==> src/rtl/adam_aes_stream_adapter.sv <==
// rtl/adam_aes_stream_adapter.sv - 32-bit stream to 128-bit AES core block adapter
module adam_aes_stream_adapter #(
  parameter int IN_BLOCKS = 2,
  parameter int CNT_W     = 32
) (
  input  logic             clk,
  input  logic             reset_n,
  input  logic             clear,
  input  logic [31:0]      in_data,
  input  logic             in_valid,
  output logic             in_ready,
  output logic [31:0]      out_data,
  output logic             out_valid,
  input  logic             out_ready,
  output logic             core_start,
  input  logic             core_ready,
  output logic [127:0]     core_block,
  input  logic             core_result_valid,
  input  logic [127:0]     core_result,
  output logic             busy,
  output logic [CNT_W-1:0] blocks_done
);

  localparam int PW = $clog2(IN_BLOCKS);
  localparam int CW = PW + 1;

  typedef enum logic [1:0] {IDLE, START, WAIT, DRAIN} state_t;

  state_t         state;
  state_t         state_next;

  logic [1:0]     word_cnt;
  logic [95:0]    part;
  logic [127:0]   fifo_mem [IN_BLOCKS];
  logic [PW-1:0]  wr_ptr;
  logic [PW-1:0]  rd_ptr;
  logic [CW-1:0]  fifo_count;
  logic [127:0]   out_buf;
  logic [1:0]     out_cnt;

  logic           in_fire;
  logic           push;
  logic           pop;
  logic           capture;
  logic           out_fire;
  logic           out_last;
  logic           out_free;

  // Ready depends on the registered FIFO count only; no same-cycle bypass on a pop.
  assign in_ready   = (fifo_count != CW'(IN_BLOCKS));
  assign in_fire    = in_valid & in_ready;
  assign push       = in_fire & (word_cnt == 2'd3) & ~clear;
  assign pop        = capture;
  assign out_fire   = out_valid & out_ready;
  assign out_last   = out_fire & (out_cnt == 2'd3);
  // The output buffer counts as free during the cycle of its last handshake.
  assign out_free   = ~out_valid | out_last;
  assign core_block = fifo_mem[rd_ptr];
  assign core_start = (state == START);
  assign out_data   = out_buf[127:96];

  // Word packer: the first three words are held until the fourth completes the block.
  always_ff @(posedge clk or negedge reset_n) begin
    if (!reset_n) begin
      word_cnt <= 2'd0;
      part     <= '0;
    end else if (clear) begin
      word_cnt <= 2'd0;
    end else if (in_fire) begin
      case (word_cnt)
        2'd0:    part[95:64] <= in_data;
        2'd1:    part[63:32] <= in_data;
        2'd2:    part[31:0]  <= in_data;
        default: ;
      endcase
      word_cnt <= word_cnt + 2'd1;
    end
  end

  // Input block FIFO; the head entry feeds the core directly.
  always_ff @(posedge clk or negedge reset_n) begin
    if (!reset_n) begin
      wr_ptr     <= '0;
      rd_ptr     <= '0;
      fifo_count <= '0;
      for (int i = 0; i < IN_BLOCKS; i++) fifo_mem[i] <= '0;
    end else if (clear) begin
      wr_ptr     <= '0;
      rd_ptr     <= '0;
      fifo_count <= '0;
    end else begin
      if (push) begin
        fifo_mem[wr_ptr] <= {part, in_data};
        wr_ptr           <= wr_ptr + PW'(1);
      end
      if (pop) rd_ptr <= rd_ptr + PW'(1);
      case ({push, pop})
        2'b10:   fifo_count <= fifo_count + CW'(1);
        2'b01:   fifo_count <= fifo_count - CW'(1);
        default: ;
      endcase
    end
  end

  // Core sequencer state register.
  always_ff @(posedge clk or negedge reset_n) begin
    if (!reset_n) begin
      state <= IDLE;
      busy  <= 1'b0;
    end else begin
      state <= state_next;
      busy  <= (state_next != IDLE);
    end
  end

  // Core sequencer next state; IDLE looks ahead at this cycle's push so a start follows the 4th word directly.
  always_comb begin
    state_next = state;
    capture    = 1'b0;
    case (state)
      IDLE: begin
        if (!clear && ((fifo_count != '0) || push) && core_ready && out_free)
          state_next = START;
      end
      START: begin
        state_next = clear ? DRAIN : WAIT;
      end
      WAIT: begin
        if (core_result_valid) begin
          capture    = ~clear;
          state_next = IDLE;
        end else if (clear) begin
          state_next = DRAIN;
        end
      end
      DRAIN: begin
        if (core_result_valid) state_next = IDLE;
      end
      default: state_next = IDLE;
    endcase
  end

  // Output unpacker: shift the captured result out one big-endian word per handshake.
  always_ff @(posedge clk or negedge reset_n) begin
    if (!reset_n) begin
      out_buf   <= '0;
      out_cnt   <= 2'd0;
      out_valid <= 1'b0;
    end else if (clear) begin
      out_buf   <= '0;
      out_cnt   <= 2'd0;
      out_valid <= 1'b0;
    end else if (capture) begin
      out_buf   <= core_result;
      out_cnt   <= 2'd0;
      out_valid <= 1'b1;
    end else if (out_fire) begin
      out_buf <= {out_buf[95:0], 32'd0};
      out_cnt <= out_cnt + 2'd1;
      if (out_cnt == 2'd3) out_valid <= 1'b0;
    end
  end

  // Completed-block counter survives clear and wraps naturally.
  always_ff @(posedge clk or negedge reset_n) begin
    if (!reset_n) blocks_done <= '0;
    else if (capture) blocks_done <= blocks_done + CNT_W'(1);
  end

endmodule
==> config.mk <==
export PLATFORM = sky130hd
export DESIGN_NAME = adam_aes_stream_adapter
export DESIGN_NICKNAME = d
export VERILOG_FILES = /design/src/rtl/adam_aes_stream_adapter.sv
export SDC_FILE = /design/constraint.sdc
export NUM_CORES = 1
export LEC_CHECK = 0
export ABC_AREA = 0
export BUFFER_PORTS_ARGS = -buffer_cell sky130_fd_sc_hd__buf_2
export CAP_MARGIN = 20
export CORE_ASPECT_RATIO = 0.9
export CORE_UTILIZATION = 40
export DETAILED_ROUTE_END_ITERATION = 8
export HOLD_SLACK_MARGIN = 0.1
export PLACE_DENSITY = 0.62
export SETUP_SLACK_MARGIN = 0.1
export SYNTH_ARGS = -nofsm -noshare
export SYNTH_HDL_FRONTEND = slang
export SYNTH_SLANG_ARGS = --single-unit
==> constraint.sdc <==
create_clock -name clk -period 3.49 [get_ports clk]
set_input_delay 1.047 -clock clk [delete_from_list [all_inputs] [get_ports clk]]
set_output_delay 1.047 -clock clk [all_outputs]
set_load 0.01 [all_outputs]
==> results.txt <==
Counting along the longest clock path gives a buffer depth of 3. The tool flagged a number of max-cap violations equal to 0. After clock tree synthesis, the flow added hold-fix buffers numbering 0.

The sequential cell area is 13100 um^2. In this run the clock root is driven by a sky130_fd_sc_hd__clkbuf_16. After detailed routing, the number of remaining DRC violations is 0. The total overflow reported by the global router is 0. Measured against its own limit, the worst slew margin works out to 27.5%.

The area added between synthesis and finish works out to 18.7%. The logs give 5.07% for the global-route track usage on met3 and 27.3 ps for the worst clock skew. The flow ran to the end, and the final reports show no timing, DRC or antenna violations. At the pin with the least slew margin, the transition time is 1090 ps.

In this run, placement finished with an instance count of 2732. The count of state elements after synthesis is 524. After detailed routing, the average wire length per cell comes to 20.1 um. In this run the worst hold path is classified as in -> async. The tools report the number of antenna violations at the first check in global routing as 17. Number of global-route vias before repair: 15700.

The detailed router finished its first iteration with 899 violations. Sum of negative setup slack: 0 ps. The number of buffer and inverter stages on the critical path was 2.

The layout has 5017 filler cells. Entering global routing, the biggest net connects 132 pins. Setup repair after global routing left no endpoint under its margin.

The die area was 58300 um^2; the static leakage was 13.7 nW. The standard-cell row count was 82. At the worst endpoint, the required time is 2440 ps. Clock tree synthesis found a total of 524 sinks. The worst setup path is captured at a primary output. The maximum VDD drop was 0.376 mV. The effective utilization at floorplan came out at 40.9%. In this run the horizontal extent of the chip is 254 um. Counting every net in the synthesized netlist gives 1906. Traced cell by cell, the critical path runs through buf_12 > mux2_2 > buf_2. In this run, synthesis inferred 0 flip-flops with an integrated enable. The routed design could run at a clock period as short as 3140 ps. The logs give 56100 um^2 for the core area and 620 ps for the worst-skew pair later-pin latency. The logs give 363 for the top-level I/O count and 0 for the number of pins exceeding their max-slew limit in the final report. The routed layout has 15000 vias. After clock tree synthesis, the repair step resized 0 gates.

The global routing stage identified its most utilized layer as met2. Of all cell types, the one taking the most synthesized area is sky130_fd_sc_hd__dfrtp_1. In the post-synthesis netlist, the cell with the most instances is sky130_fd_sc_hd__dfrtp_1. The H-tree depth was 2. For this run, asynchronously set or reset flops after synthesis account for 100%.

Dividing the synthesized area by the synthesized cell count gives 13.2 um^2. The logs give 30.6% for the met2 routing resource usage after global routing and 0 for the total setup buffers inserted after CTS. Of all nets on the critical path, the largest fanout is 57. Ranked by instance count, the synthesized netlist is headed by 524 x sky130_fd_sc_hd__dfrtp_1, 377 x sky130_fd_sc_hd__mux2_2, 114 x sky130_fd_sc_hd__nand2_1. Summed over all layers, the routed wires come to 57200 um. Summing the sequential cell areas from Yosys gives 57.2% of the chip area. The type of the worst setup path was reg -> out.

The count of buffers from port buffering came out at 362. For this run, the slowest stage of the critical path takes 550 ps. The congestion estimate from routability-driven global placement came to 0.875. For the data arrival time of the critical path, the log shows 2090 ps. The number of iterations in the first detailed-routing pass is 5. Prevailing post-synth register cell: sky130_fd_sc_hd__dfrtp_1.

After the last flow step, the layout net total stands at 2206. The vias per cell is 5.28, and the count of final hold-check violations is 0. The logs give 19.7% for the total global-route track usage and 0.319 GHz for the highest attainable clock frequency.

TritonCTS built the clock tree. The family with the most delay on the worst path was flip-flops. Detailed placement finished with a half-perimeter wire length of 37300 um. The fraction of final layout cells with drive strength greater than 1 came out at 42.9%. For the area of the mapped netlist, the log shows 22900 um^2. Power spread over the standard cell area amounts to 676 nW/um^2. Summing all multi-input logic gate instances after layout gives 8810 um^2.

For this run, global-route usage on met1 was measured as 26.9%. The number of different library cells used by synthesis comes to 44. STA classifies the critical path startpoint as a flop.

Once detail routing completed, the nets flagged for antenna violations numbered 0. The design draws 18.4 mW. The cell count after synthesis came out at 1733. On the critical path, the stage with the largest delay is an instance of sky130_fd_sc_hd__dfrtp_4. The clock transition time at the flip-flop clock pins of the worst setup and hold paths was 60 ps; the number of warnings reported in the yosys synthesis log was 0. The worst path uses 89.9% of the clock period.

After synthesis, the cell types taking the most area are sky130_fd_sc_hd__dfrtp_1 57%, sky130_fd_sc_hd__mux2_2 19%, sky130_fd_sc_hd__mux2_1 5.1%, sky130_fd_sc_hd__a311oi_1 3.7%, sky130_fd_sc_hd__nand3_1 2.3%. The first global-routing pass estimated 90500 um of wire. Clock tree synthesis inserted a total of 55 buffers. The top cell type by area accounts for 57.2% of the synthesized area. Setup violations remaining at the end of the flow were counted as 0. The number of standard cells in the final layout excluding fillers was 2841. The vertical die dimension works out to 229 um.
## registers in the layout, indices dropped and copies added, names as in the netlist
signal	flops
busy	1
rd_ptr	1
blocks_done	32
part	96
out_buf	128
out_cnt	2
word_cnt	2
fifo_count	2
wr_ptr	1
state	2
out_valid	1
fifo_mem	256
## final timing paths
path / startpoint / endpoint / slack [ps] / depth (start not counted)
setup / recovery: rd_ptr$_DFFE_PN0P_ / core_block[109] / 350 / 3
hold / removal: reset_n / part[49]$_DFFE_PN0P_ / 420 / 1
setup reg to reg: fifo_count[0]$_DFFE_PN0P_ / fifo_mem[229]$_DFFE_PN0P_ / 1380 / 5
hold reg to reg: blocks_done[31]$_DFFE_PN0P_ / blocks_done[31]$_DFFE_PN0P_ / 470 / 1
max in group asynchronous: reset_n / fifo_mem[251]$_DFFE_PN0P_ / 2260 / 2
min in group clk: blocks_done[31]$_DFFE_PN0P_ / blocks_done[31]$_DFFE_PN0P_ / 470 / 1
## per-stage QoR
stage | hold slack (ps) | utilization, % | area, um^2 | setup WS [ps]
floorplan | 454 | - | 22900 | 1010
global placement | 457 | 45.2 | 25400 | 615
detailed placement | 461 | 45.2 | 25400 | 586
CTS | 419 | 48.5 | 27200 | 282
global route | 439 | 48.5 | 27200 | 257
finish | 423 | 48.5 | 27200 | 354
## power breakdown
group / switching [mW] / leakage [nW] / internal [mW]
Sequential: 0.898 / 7.03 / 7.46
Clock: 2.48 / 0.909 / 3.45
Combinational: 2.13 / 5.73 / 2.00
## kinds of logic after synthesis
kind of cell	synth area share, %
flip-flops	57.2
adder cells (fa/ha/maj)	0.327
XOR/XNOR	1.37
multiplexers	23.7
AND/OR/NAND/NOR	7.74
AO/OA/AOI/OAI	5.16
buffers and inverters	4.52
## final cells by class
cell class                      count  share of cell area (%)
Antenna cell                        9                  0.0827
Multi-Input combinational cell   1042                    32.3
Timing Repair Buffer              404                    9.05
Clock inverter                     22                   0.868
Clock buffer                       78                    5.92
Inverter                            6                  0.0827
Sequential cell                   524                    48.2
Tap cell                          756                    3.47
## placed cells by master (no fill, tap or decap), types with 2 or more instances in the layout
cell                         netlist  routed
sky130_fd_sc_hd__a21oi_1           4       4
sky130_fd_sc_hd__a22o_1           32      32
sky130_fd_sc_hd__a311oi_1         97      97
sky130_fd_sc_hd__and2_1            2       2
sky130_fd_sc_hd__and3_1            2       2
sky130_fd_sc_hd__and3b_1           3       3
sky130_fd_sc_hd__and4_1            5       5
sky130_fd_sc_hd__buf_12            0      26
sky130_fd_sc_hd__buf_2            26     360
sky130_fd_sc_hd__buf_4            33      17
sky130_fd_sc_hd__bufinv_16         0       3
sky130_fd_sc_hd__clkbuf_1         68       8
sky130_fd_sc_hd__clkbuf_16         0      55
sky130_fd_sc_hd__clkbuf_8          0      15
sky130_fd_sc_hd__clkinv_2          0      11
sky130_fd_sc_hd__clkinv_8          0       2
sky130_fd_sc_hd__clkinvlp_4        0       4
sky130_fd_sc_hd__dfrtp_1         524     522
sky130_fd_sc_hd__diode_2           0       9
sky130_fd_sc_hd__ha_1              6       6
sky130_fd_sc_hd__inv_1             6       6
sky130_fd_sc_hd__mux2_1          104     104
sky130_fd_sc_hd__mux2_2          377     377
sky130_fd_sc_hd__mux2i_1           2       2
sky130_fd_sc_hd__nand2_1         114     110
sky130_fd_sc_hd__nand2_2           0       3
sky130_fd_sc_hd__nand3_1         107     107
sky130_fd_sc_hd__nand3b_1          2       2
sky130_fd_sc_hd__nand4_1           8       8
sky130_fd_sc_hd__nor2_1          109     109
sky130_fd_sc_hd__nor3_1            6       6
sky130_fd_sc_hd__nor4_1            7       7
sky130_fd_sc_hd__nor4_2            5       5
sky130_fd_sc_hd__xnor2_1          12      12
sky130_fd_sc_hd__xor2_1           24      24
## routing by layer
metal | up-vias | part of all wire [%]
met1 | 7681 | 44
met4 | 14 | 2.4
met5 | - | 0.15
li1 | 6826 | -
met3 | 100 | 6.8
met2 | 387 | 46
Note: power is estimated with default switching activity, not from simulation.
